$ cat src/rtl/disp_scan_ctrl.sv
// disp_scan_ctrl: time-multiplexed scan controller for an 8-digit seven-segment display.
// Double-buffered digit bank (shadow written by the host, active scanned out), commit
// handshake that swaps banks only on frame wrap, per-slot blanking to suppress ghosting.
// Optional feature macro: LEADING_ZERO_BLANK_EN (leading-zero suppression on the active bank).
module disp_scan_ctrl #(
  parameter int unsigned PRESCALE     = 12500,
  parameter int unsigned BLANK_CYCLES = 64
) (
  input  logic       clk,
  input  logic       rst_n,
  input  logic       wr_en,
  input  logic [2:0] wr_addr,
  input  logic [3:0] wr_data,
  input  logic       wr_dp,
  input  logic [7:0] digit_mask,
  input  logic       commit,
  output logic       commit_busy,
  output logic       commit_ack,
  output logic [2:0] sel,
  output logic       en,
  output logic [6:0] seg,
  output logic       dp,
  output logic       frame_tick
);

  localparam int unsigned PW = (PRESCALE > 1) ? $clog2(PRESCALE) : 1;
  localparam logic [PW-1:0] PcntMax  = PW'(PRESCALE - 1);
  localparam logic [PW-1:0] BlankLen = PW'(BLANK_CYCLES);

  typedef enum logic {StIdle, StPending} commit_state_e;

  commit_state_e state_q, state_d;

  logic [PW-1:0] pcnt_q, pcnt_d;
  logic [2:0]    sel_q, sel_d;
  logic          en_q, en_d;
  logic [6:0]    seg_q, seg_d;
  logic          dp_q, dp_d;
  logic          frame_tick_q, frame_tick_d;
  logic          ack_q, ack_d;

  logic [3:0] shd_val_q [8];
  logic [7:0] shd_dp_q;
  logic [3:0] act_val_q [8];
  logic [3:0] act_val_d [8];
  logic [7:0] act_dp_q, act_dp_d;

  logic       slot_tick;
  logic       frame_wrap;
  logic [7:0] lz_blank;

  // Active-low {g,f,e,d,c,b,a} hex font.
  function automatic logic [6:0] hex_to_seg(input logic [3:0] v);
    logic [6:0] s;
    case (v)
      4'h0:    s = 7'b1000000;
      4'h1:    s = 7'b1111001;
      4'h2:    s = 7'b0100100;
      4'h3:    s = 7'b0110000;
      4'h4:    s = 7'b0011001;
      4'h5:    s = 7'b0010010;
      4'h6:    s = 7'b0000010;
      4'h7:    s = 7'b1111000;
      4'h8:    s = 7'b0000000;
      4'h9:    s = 7'b0010000;
      4'hA:    s = 7'b0001000;
      4'hB:    s = 7'b0000011;
      4'hC:    s = 7'b1000110;
      4'hD:    s = 7'b0100001;
      4'hE:    s = 7'b0000110;
      4'hF:    s = 7'b0001110;
      default: s = 7'b1111111;
    endcase
    return s;
  endfunction

  assign slot_tick  = (pcnt_q == PcntMax);
  assign frame_wrap = slot_tick && (sel_q == 3'd7);

  // Prescaler and digit index advance.
  always_comb begin
    pcnt_d = slot_tick ? '0 : pcnt_q + PW'(1);
    sel_d  = slot_tick ? sel_q + 3'd1 : sel_q;
  end

  // Commit FSM: a pending request is serviced on the frame wrap edge; repeats are absorbed.
  always_comb begin
    state_d = state_q;
    ack_d   = 1'b0;
    case (state_q)
      StIdle: begin
        if (commit) state_d = StPending;
      end
      StPending: begin
        if (frame_wrap) begin
          state_d = StIdle;
          ack_d   = 1'b1;
        end
      end
      default: state_d = StIdle;
    endcase
  end

  // Active bank takes the pre-write shadow contents on the copy edge.
  always_comb begin
    act_val_d = act_val_q;
    act_dp_d  = act_dp_q;
    if (ack_d) begin
      act_val_d = shd_val_q;
      act_dp_d  = shd_dp_q;
    end
  end

`ifdef LEADING_ZERO_BLANK_EN
  // Leading-zero run from digit 7 down; digit 0 always shown.
  always_comb begin
    logic run;
    lz_blank = '0;
    run      = 1'b1;
    for (int i = 7; i >= 1; i--) begin
      run         = run && (act_val_d[i] == 4'h0) && !act_dp_d[i];
      lz_blank[i] = run;
    end
  end
`else
  assign lz_blank = '0;
`endif

  // Output next-state: computed from next-cycle counters so registered outputs line up.
  always_comb begin
    en_d         = (pcnt_d < BlankLen) || !digit_mask[sel_d] || lz_blank[sel_d];
    seg_d        = hex_to_seg(act_val_d[sel_d]);
    dp_d         = !act_dp_d[sel_d];
    frame_tick_d = frame_wrap;
  end

  // Scan state, commit FSM and registered outputs.
  always_ff @(posedge clk or negedge rst_n) begin
    if (!rst_n) begin
      state_q      <= StIdle;
      pcnt_q       <= '0;
      sel_q        <= '0;
      en_q         <= 1'b1;
      seg_q        <= 7'h7F;
      dp_q         <= 1'b1;
      frame_tick_q <= 1'b0;
      ack_q        <= 1'b0;
      act_val_q    <= '{default: '0};
      act_dp_q     <= '0;
    end else begin
      state_q      <= state_d;
      pcnt_q       <= pcnt_d;
      sel_q        <= sel_d;
      en_q         <= en_d;
      seg_q        <= seg_d;
      dp_q         <= dp_d;
      frame_tick_q <= frame_tick_d;
      ack_q        <= ack_d;
      act_val_q    <= act_val_d;
      act_dp_q     <= act_dp_d;
    end
  end

  // Shadow bank write port.
  always_ff @(posedge clk or negedge rst_n) begin
    if (!rst_n) begin
      shd_val_q <= '{default: '0};
      shd_dp_q  <= '0;
    end else if (wr_en) begin
      shd_val_q[wr_addr] <= wr_data;
      shd_dp_q[wr_addr]  <= wr_dp;
    end
  end

  assign commit_busy = (state_q == StPending);
  assign commit_ack  = ack_q;
  assign sel         = sel_q;
  assign en          = en_q;
  assign seg         = seg_q;
  assign dp          = dp_q;
  assign frame_tick  = frame_tick_q;

endmodule

$ cat config.mk
export PLATFORM = sky130hd
export DESIGN_NAME = disp_scan_ctrl
export DESIGN_NICKNAME = d
export VERILOG_FILES = /design/src/rtl/disp_scan_ctrl.sv
export SDC_FILE = /design/constraint.sdc
export NUM_CORES = 1
export LEC_CHECK = 0
export BUFFER_PORTS_ARGS = -buffer_cell sky130_fd_sc_hd__buf_4
export CORE_MARGIN = 3
export CORE_UTILIZATION = 31
export CTS_CLUSTER_DIAMETER = 30
export CTS_CLUSTER_SIZE = 14
export DETAILED_ROUTE_END_ITERATION = 10
export GPL_ROUTABILITY_DRIVEN = 0
export MAX_ROUTING_LAYER = met4
export PLACE_DENSITY = 0.46
export SLEW_MARGIN = 5
export SYNTH_ARGS = -nofsm -noshare
export SYNTH_HDL_FRONTEND = slang
export SYNTH_SLANG_ARGS = --single-unit
$ cat constraint.sdc
create_clock -name clk -period 4 [get_ports clk]
set_input_delay 0.4 -clock clk [delete_from_list [all_inputs] [get_ports clk]]
set_output_delay 0.4 -clock clk [all_outputs]
set_load 0.02 [all_outputs]
==> results of run 1 <==
[power breakdown]
group          leakage (nW)  total [mW]  switching, mW  internal (mW)
Combinational          1.24       0.165         0.0683         0.0971
Clock                 0.152       0.955          0.440          0.515
Sequential             1.39        1.25         0.0604           1.19
[cell usage in the layout, fill, tap and decap left out, drive strengths merged, types with 3 or more instances in the layout]
master   Yosys  routed
a2111oi      4       4
a211o        3       3
a211oi       4       4
a21oi        6       6
a31oi        4       4
and2         6       6
and3         5       5
buf         14      49
clkbuf       2      10
dfrtp      100     100
dfstp        9       9
ha           9       9
inv         10      14
mux2        89      89
mux2i       20      20
mux4         6       6
nand2       21      21
nand3        7       7
nand3b       3       3
nand4        3       3
nand4b       3       3
nor2        16      16
nor3         8       8
nor3b        6       6
o21ai        4       4
o221ai       5       5
o22ai        8       8
xnor2       10      10
xor2         3       3
[layout make-up]
cell class,instances,area (sq um),area share
sequential,109,2739,0.4410
multi-input combinational,273,2475,0.3985
timing repair buffer,49,367.9,0.05923
tap,220,275.3,0.04432
clock buffer,10,239.0,0.03848
clock inverter,6,75.07,0.01209
inverter,10,40.04,0.006446
[cell families (layout without fill, tap and decap cells)]
group | Yosys count | in the layout | synth area share
adders and majority gates | 9 | 9 | 0.02113
xor gates and xnor gates | 13 | 13 | 0.02137
DFF | 109 | 109 | 0.5140
AOI/OAI and AO/OA | 45 | 45 | 0.06363
muxes | 115 | 115 | 0.2555
buffers and inverters | 26 | 75 | 0.02442
and+or+nand+nor | 91 | 91 | 0.1000
[per-layer routing]
metal  vias to the layer above  GRT usage  wire length (microns)
li1                       1585          -                      -
met1                      1764     0.1963                   6077
met2                        50     0.2373                   5986
met3                        11    0.03162                    370
met4                         0    0.03991                    157
met5                         -          -                      0
[critical path, cell delays in order (launching register included)]
cell and delay, ns:
sky130_fd_sc_hd__dfrtp_1 0.40, sky130_fd_sc_hd__ha_1 0.24, sky130_fd_sc_hd__and4bb_1 0.29, sky130_fd_sc_hd__and4_1 0.73
sky130_fd_sc_hd__xnor2_1 0.36, sky130_fd_sc_hd__mux2i_1 0.25, sky130_fd_sc_hd__nand2_1 0.08, sky130_fd_sc_hd__a211o_1 0.32
sky130_fd_sc_hd__nand3_1 0.17, sky130_fd_sc_hd__ha_1 0.26, sky130_fd_sc_hd__inv_1 0.08, sky130_fd_sc_hd__mux2_1 0.29
sky130_fd_sc_hd__mux2i_1 0.14
[worst max path at each step]
| stage | cells past startpoint | slack [ns] | endpoint | from |
|---|---|---|---|---|
| 2_1_floorplan | 11 | 0.81 | seg[3] | sel[0] |
| 3_3_place_gp | 12 | 0.48 | seg[3] | pcnt_q[0] |
| 3_5_place_dp | 12 | 0.31 | seg[3] | pcnt_q[0] |
| 4_1_cts | 12 | 0.27 | seg[3] | pcnt_q[0] |
| 5_1_grt | 12 | 0.01 | seg[3] | pcnt_q[0] |
| 6_report | 12 | 0.30 | seg[3] | pcnt_q[0] |
[state kept, by name, summed over array words and instances (netlist names)]
name	flops
act_val_q	32
shd_val_q	32
pcnt_q	14
act_dp_q	8
shd_dp_q	8
seg	7
sel	3
commit_ack	1
commit_busy	1
dp	1
en	1
frame_tick	1
[stage by stage]
| step | hold WS, ns | power (mW) | cells | instance area [sq um] |
|---|---|---|---|---|
| 2_1_floorplan | 0.1044 | 1.355 | 408 | 5329 |
| 3_3_place_gp | 0.4413 | 1.435 | 661 | 5897 |
| 3_5_place_dp | 0.4437 | 1.443 | 661 | 5897 |
| 4_1_cts | 0.05327 | 2.405 | 677 | 6211 |
| 5_1_grt | 0.09372 | 2.475 | 677 | 6211 |
| 6_report | 0.03990 | 2.372 | 677 | 6211 |
==> metrics.csv, run 1 <==
stage,metric,value,unit
status,run_status,completed,
sta,setup-tns-final,0,ns
routing,avgRoutedWirePerCell,18.60,microns
power,p_leak,2.784,nW
sta,timing.final.max_slew_violations,0,
layout,antenna_cells,0,
grt,gr-total-overflow,0,
layout,area.growth.synth_to_final,16.55,%
synth,asyncSetResetFlopFracSynth,1.000,
clock_tree,post_cts_hold_buffer_count,0,
floorplan,floorplan.rows,47,
grt,grt_antenna_before_repair,0,
clock_tree,clock_sink_count,109,
grt,maximum_number_of_pins_on_one_net_before_global_route_repair,47,
sta,timing.max_slew.rel_slack,0.4654,
synth,sequential_to_total_area_share_from_yosys_stat,0.5140,
placed_design,dpl.hpwl,8841,microns
floorplan,start_util,0.3191,
clock_tree,cts_setup_buffers,0,
synth,postSynthNetCount,437,
power,worst_ir_drop_vdd,0.0002411,V
routing,routed_via_density,5.037,
power,cellPowerDensity,381.9,mW/mm^2
synth,synth_top_cells_by_area,"sky130_fd_sc_hd__dfrtp_1 (47%), sky130_fd_sc_hd__mux2_2 (18%), sky130_fd_sc_hd__dfstp_2 (4.4%)",
layout,n_fill_cell,1648,
worst_setup_path,setup.reg_to_reg.worst_slack,0.30,ns
clock_tree,cts_tree,yes,
layout,final_nets,481,
clock_tree,clkTransAtPathRegs,0.07,ns
synth,synthesis.area,0.005329,sq mm
worst_setup_path,timing.rr.end,seg[3],
sta,fin_ws,0.3048,ns
floorplan,fp.dieH,137.1,microns
min_path,holdCritPathClass,in2async,
sta,timing.final.crit_period,3.695,ns
sta,fin_skew,0.01279,ns
routing,routed-via-count,3410,
sta,final-setup-viol-count,0,
placed_design,preCtsSetupSlack,0.3061,ns
floorplan,design.die.area,0.01880,sq mm
synth,post-synth-top-count-cell,sky130_fd_sc_hd__dfrtp_1,
sta,fin_crit_sh,0.9238,
sta,count_of_endpoints_failing_hold_in_the_final_timing_report,0,
worst_setup_path,critical_path.endpoint_type,flip-flop,
routing,drtIter0Drc,98,
worst_setup_path,crit_type,reg2reg,
synth,top_cell_type_by_total_area_after_synthesis,sky130_fd_sc_hd__dfrtp_1,
layout,post_route_cells_drive_above_1_share,0.3961,
synth,yosysTopAreaCellShare,0.4696,
synth,number_of_warnings_reported_in_the_yosys_synthesis_log,0,
grt,first_global_vias,3605,
clock_tree,ctsHtreeMaxLevel,3,
clock_tree,numCtsBuffers,9,
synth,netlist-cell-type-count,61,
worst_setup_path,crit_path_max_fanout,17,
clock_tree,ctsRootBufferMaster,sky130_fd_sc_hd__clkbuf_16,
worst_setup_path,cp.arrival,3.98,ns
floorplan,chip_width,137.1,microns
worst_setup_path,critical_path.startpoint_type,flip-flop,
worst_setup_path,reg2regPathDepth,12,
floorplan,io_pins,35,
worst_setup_path,reg2reg_start,pcnt_q[0],
clock_tree,cts_max_path_buffers,2,
sta,clock.fmax,270.6,MHz
routing,drt_pass1_iterations,4,
run,max_cap_viol_count,0,
synth,synth_flop_cell,sky130_fd_sc_hd__dfrtp_1,
layout,utilization_of_the_core_after_routing,0.3719,
synth,synth_enable_flop_cells,0,
sta,max_slew.worst_pin.slew,0.7818,ns
clock_tree,clk-insertion-delay-late,0.36,ns
synth,synth_area_per_cell,13.06,sq um
routing,drcViolationCount,0,
placed_design,portBuffers,34,
sta,rsz0062_at_grt,false,
routing,routed_wl,12590,microns
grt,grt_first_pass_wirelength,20630,microns
worst_setup_path,worst_ep_required_time,4.28,ns
floorplan,core_area,0.01670,sq mm
routing,ant_nets,0,
clock_tree,ctsResizeCount,0,
synth,synth.ff_latch_count,109,
synth,most_common_library_cells_after_synthesis,"sky130_fd_sc_hd__dfrtp_1 (100), sky130_fd_sc_hd__mux2_2 (87), sky130_fd_sc_hd__nand2_1 (21)",
synth,synthCells,408,
grt,grt.total_usage,0.1499,
Power figures use the tool's default switching activity.
==> inputs of run 2 (changes only) <==
ABC_AREA = 1   (was default)
==> run 2 against run 1 <==
Compared with the run above:
- the run now ends with hold timing left
- critical path type unchanged
- sequential cell count unchanged
- critical path depth is 5 higher
- non-clock buffer count decreased by 6
==> metrics.csv, run 2 <==
stage,metric,value,unit,change
routing,drt_pass1_iterations,5,,+1
grt,first_global_vias,4084,,+13%
sta,fin_crit_sh,0.7769,,-0.1469
placed_design,preCtsSetupSlack,0.9095,ns,+0.6035 ns
power,worst_ir_drop_vdd,0.0002175,V,-9.8%
floorplan,start_util,0.3225,,+0.003454
worst_setup_path,crit_type,reg2reg,,
synth,most_common_library_cells_after_synthesis,"sky130_fd_sc_hd__nand2_1 (184), sky130_fd_sc_hd__dfrtp_1 (100), sky130_fd_sc_hd__nand3_1 (78)",,
floorplan,design.die.area,0.01842,sq mm,-2.0%
layout,final_cell_area,0.006001,sq mm,-3.4%
grt,grt_antenna_before_repair,0,,unchanged
placed_design,portBuffers,34,,unchanged
sta,final-setup-viol-count,0,,unchanged
routing,ant_nets,0,,unchanged
clock_tree,clkTransAtPathRegs,0.07,ns,about the same
sta,timing.final.crit_period,3.108,ns,-0.5875 ns
layout,final_nets,692,,+44%
worst_setup_path,cpPeakStageDelay,0.52,ns,-0.21 ns
sta,fin_skew,0.01204,ns,-0.0007553 ns
clock_tree,cts_setup_buffers,0,,unchanged
sta,hold_slack,-0.009023,ns,-0.04892 ns
routing,routed-via-count,4202,,+23%
synth,synthesis.area,0.005216,sq mm,-2.1%
synth,synthCells,630,,+54%
layout,antenna_cells,0,,unchanged
synth,number_of_warnings_reported_in_the_yosys_synthesis_log,0,,unchanged
layout,final_cell_count_no_fill,884,,+31%
floorplan,core_area,0.01617,sq mm,-3.2%
status,run_status,finished with violations,,
status,failed_checks,hold timing,,
routing,drcViolationCount,0,,unchanged
worst_setup_path,critical_path.cell_chain,ha_1 > inv_1 > nor2_1 > nand2_1 > nor2_4 > nand3_2 > nand2_1 > nand3_1 > nand3_1 > nand3_1 > nand2_1 > inv_1 > ha_1 > nand3_1 > nand2_1 > nand2_1 > nand2_1,,
sta,clock.fmax,321.8,MHz,+19%
floorplan,chip_width,135.7,microns,-1.0%
synth,synth_flop_cell,sky130_fd_sc_hd__dfrtp_1,,
floorplan,io_pins,35,,unchanged
sta,setup-tns-final,0,ns,unchanged
routing,routed_wl,12800,microns,+1.7%
synth,top_cell_type_by_total_area_after_synthesis,sky130_fd_sc_hd__dfrtp_1,,
clock_tree,numCtsBuffers,9,,unchanged
layout,layout_commonest_cell,sky130_fd_sc_hd__nand2_1,,
synth,synth.ff_latch_count,109,,unchanged
routing,wl_met3,559,microns,+51%
grt,gr-total-overflow,0,,unchanged
synth,synth_enable_flop_cells,0,,unchanged
placed_design,dpl.cell_count,868,,+31%
grt,grt.total_usage,0.1539,,+0.003966
layout,n_fill_cell,1700,,+3.2%
synth,sequential_to_total_area_share_from_yosys_stat,0.5251,,+0.01110
synth,yosysTopAreaCellShare,0.4797,,+0.01014
routing,route.met2.wl,5681,microns,-5.1%
sta,max_slew.worst_pin.slew,1.040,ns,+0.2583 ns
synth,postSynthNetCount,659,,+51%
routing,routed_via_density,4.753,,-5.6%
clock_tree,clk-insertion-delay-late,0.36,ns,about the same
worst_setup_path,critPathMostFrequentCell,sky130_fd_sc_hd__nand2_1,,
worst_setup_path,cp.arrival,3.39,ns,-0.59 ns
worst_setup_path,crit_path_max_fanout,27,,+10
clock_tree,clock_sink_count,109,,unchanged
power,totalPowerFinal,2.359,mW,-0.55%
layout,post_route_cells_drive_above_1_share,0.1287,,-0.2673
routing,drt-met1-wl,6442,microns,+6.0%
power,cellPowerDensity,393.1,mW/mm^2,+2.9%
layout,most-common-layout-cells,"sky130_fd_sc_hd__nand2_1 (184), sky130_fd_sc_hd__dfrtp_1 (100), sky130_fd_sc_hd__nand3_1 (78)",,
min_path,holdCritPathClass,in2async,,
placed_design,standard_cell_area_after_detailed_placement,0.005669,sq mm,-3.9%
synth,netlist-cell-type-count,32,,-48%
synth,asyncSetResetFlopFracSynth,1.000,,unchanged
routing,drtIter0Drc,233,,+140%
worst_setup_path,worst_ep_required_time,4.28,ns,about the same
clock_tree,cts_tree,yes,,
placed_design,dpl.hpwl,8941,microns,+1.1%
grt,maximum_number_of_pins_on_one_net_before_global_route_repair,43,,-8.5%
clock_tree,ctsRootBufferMaster,sky130_fd_sc_hd__clkbuf_16,,
floorplan,floorplan.rows,46,,-2.1%
worst_setup_path,slowest_cell_on_crit_path,sky130_fd_sc_hd__nand3_2,,
clock_tree,ctsHtreeMaxLevel,3,,unchanged
run,max_cap_viol_count,0,,unchanged
floorplan,fp.dieH,135.7,microns,-1.0%
clock_tree,post_cts_hold_buffer_count,0,,unchanged
synth,post-synth-top-count-cell,sky130_fd_sc_hd__nand2_1,,
synth,synth_top_cells_by_area,"sky130_fd_sc_hd__dfrtp_1 (48%), sky130_fd_sc_hd__nand2_1 (13%), sky130_fd_sc_hd__nand3_1 (7.5%)",,
power,p_leak,3.089,nW,+11%
routing,avgRoutedWirePerCell,14.48,microns,-22%
grt,grt_first_pass_wirelength,21700,microns,+5.2%
clock_tree,ctsResizeCount,0,,unchanged
sta,timing.max_slew.rel_slack,0.3013,,-0.1641
clock_tree,cts_max_path_buffers,2,,unchanged
routing,routed.top_layer,met4,,
synth,synth_area_per_cell,8.280,sq um,-37%
sta,fin_ws,0.8923,ns,+0.5875 ns
worst_setup_path,critical_path.endpoint_type,flip-flop,,
layout,regs_by_ff_count,"act_val_q x32, shd_val_q x32, pcnt_q x14",,
layout,area.growth.synth_to_final,15.04,%,
sta,timing.final.max_slew_violations,0,,unchanged
sta,count_of_endpoints_failing_hold_in_the_final_timing_report,25,,+25
worst_setup_path,critical_path.startpoint_type,flip-flop,,
sta,rsz0062_at_grt,false,,
layout,utilization_of_the_core_after_routing,0.3710,,-0.0008560
-- run 2: changes by cell type after synthesis, moves of 9 or more --
cell / previous run / this run
sky130_fd_sc_hd__a21oi_1: 6 / 15
sky130_fd_sc_hd__inv_1: 9 / 54
sky130_fd_sc_hd__mux2_2: 87 / 0
sky130_fd_sc_hd__mux2i_1: 18 / 0
sky130_fd_sc_hd__nand2_1: 21 / 184
sky130_fd_sc_hd__nand3_1: 7 / 78
sky130_fd_sc_hd__nand4_1: 2 / 26
sky130_fd_sc_hd__nor2_1: 15 / 48
sky130_fd_sc_hd__o21ai_0: 4 / 45
sky130_fd_sc_hd__xnor2_1: 10 / 0
-- run 2: where the power goes --
group          leakage [nW]  switching, mW  internal (mW)
combinational          1.52         0.0746         0.0474
sequential             1.41         0.0608           1.18
clock                 0.163          0.422          0.576
total                  3.09          0.557           1.80
-- run 2: final cells by class --
cell class / count / area (sq um) / area share
Tap cell: 216 / 270.3 / 0.04504
Multi-Input combinational cell: 441 / 2116 / 0.3526
Clock inverter: 5 / 88.84 / 0.01480
Clock buffer: 11 / 242.7 / 0.04045
Timing Repair Buffer: 43 / 322.8 / 0.05379
Sequential cell: 109 / 2739 / 0.4564
Inverter: 59 / 221.5 / 0.03691
-- run 2: critical path: cells and delay by family (launching register included) --
| kind | cells | cell delay, ns |
|---|---|---|
| buf+inv | 2 | 0.20 |
| flops | 1 | 0.38 |
| fa+ha+maj | 2 | 0.48 |
| simple gates | 13 | 1.96 |
-- run 2: final timing paths --
kind	start	endpoint	slack (ns)	depth (start not counted)
worst max-delay path	pcnt_q[0]	seg[6]	0.89	17
min in group clk	commit	commit_busy	0.28	3
worst min-delay path	rst_n	pcnt_q[9]	-0.009	1
worst min register to register	act_val_q[26]	act_val_q[26]	0.47	2
worst max register to register	pcnt_q[0]	seg[6]	0.89	17
max in group asynchronous	rst_n	shd_val_q[31]	3.10	2
-- run 2: per-layer routing --
metal	global-route usage	up-vias
met5	-	-
met4	0.03247	0
met3	0.03640	8
met2	0.2232	88
met1	0.2204	1979
li1	-	2127
-- run 2: kinds of logic after synthesis --
logic type | count (synthesis) | share of synthesized area
fa+ha+maj | 9 | 0.02159
buf+inv | 80 | 0.06932
xor+xnor | 3 | 0.005038
flops | 109 | 0.5251
compound gates | 70 | 0.07436
simple gates | 359 | 0.3046
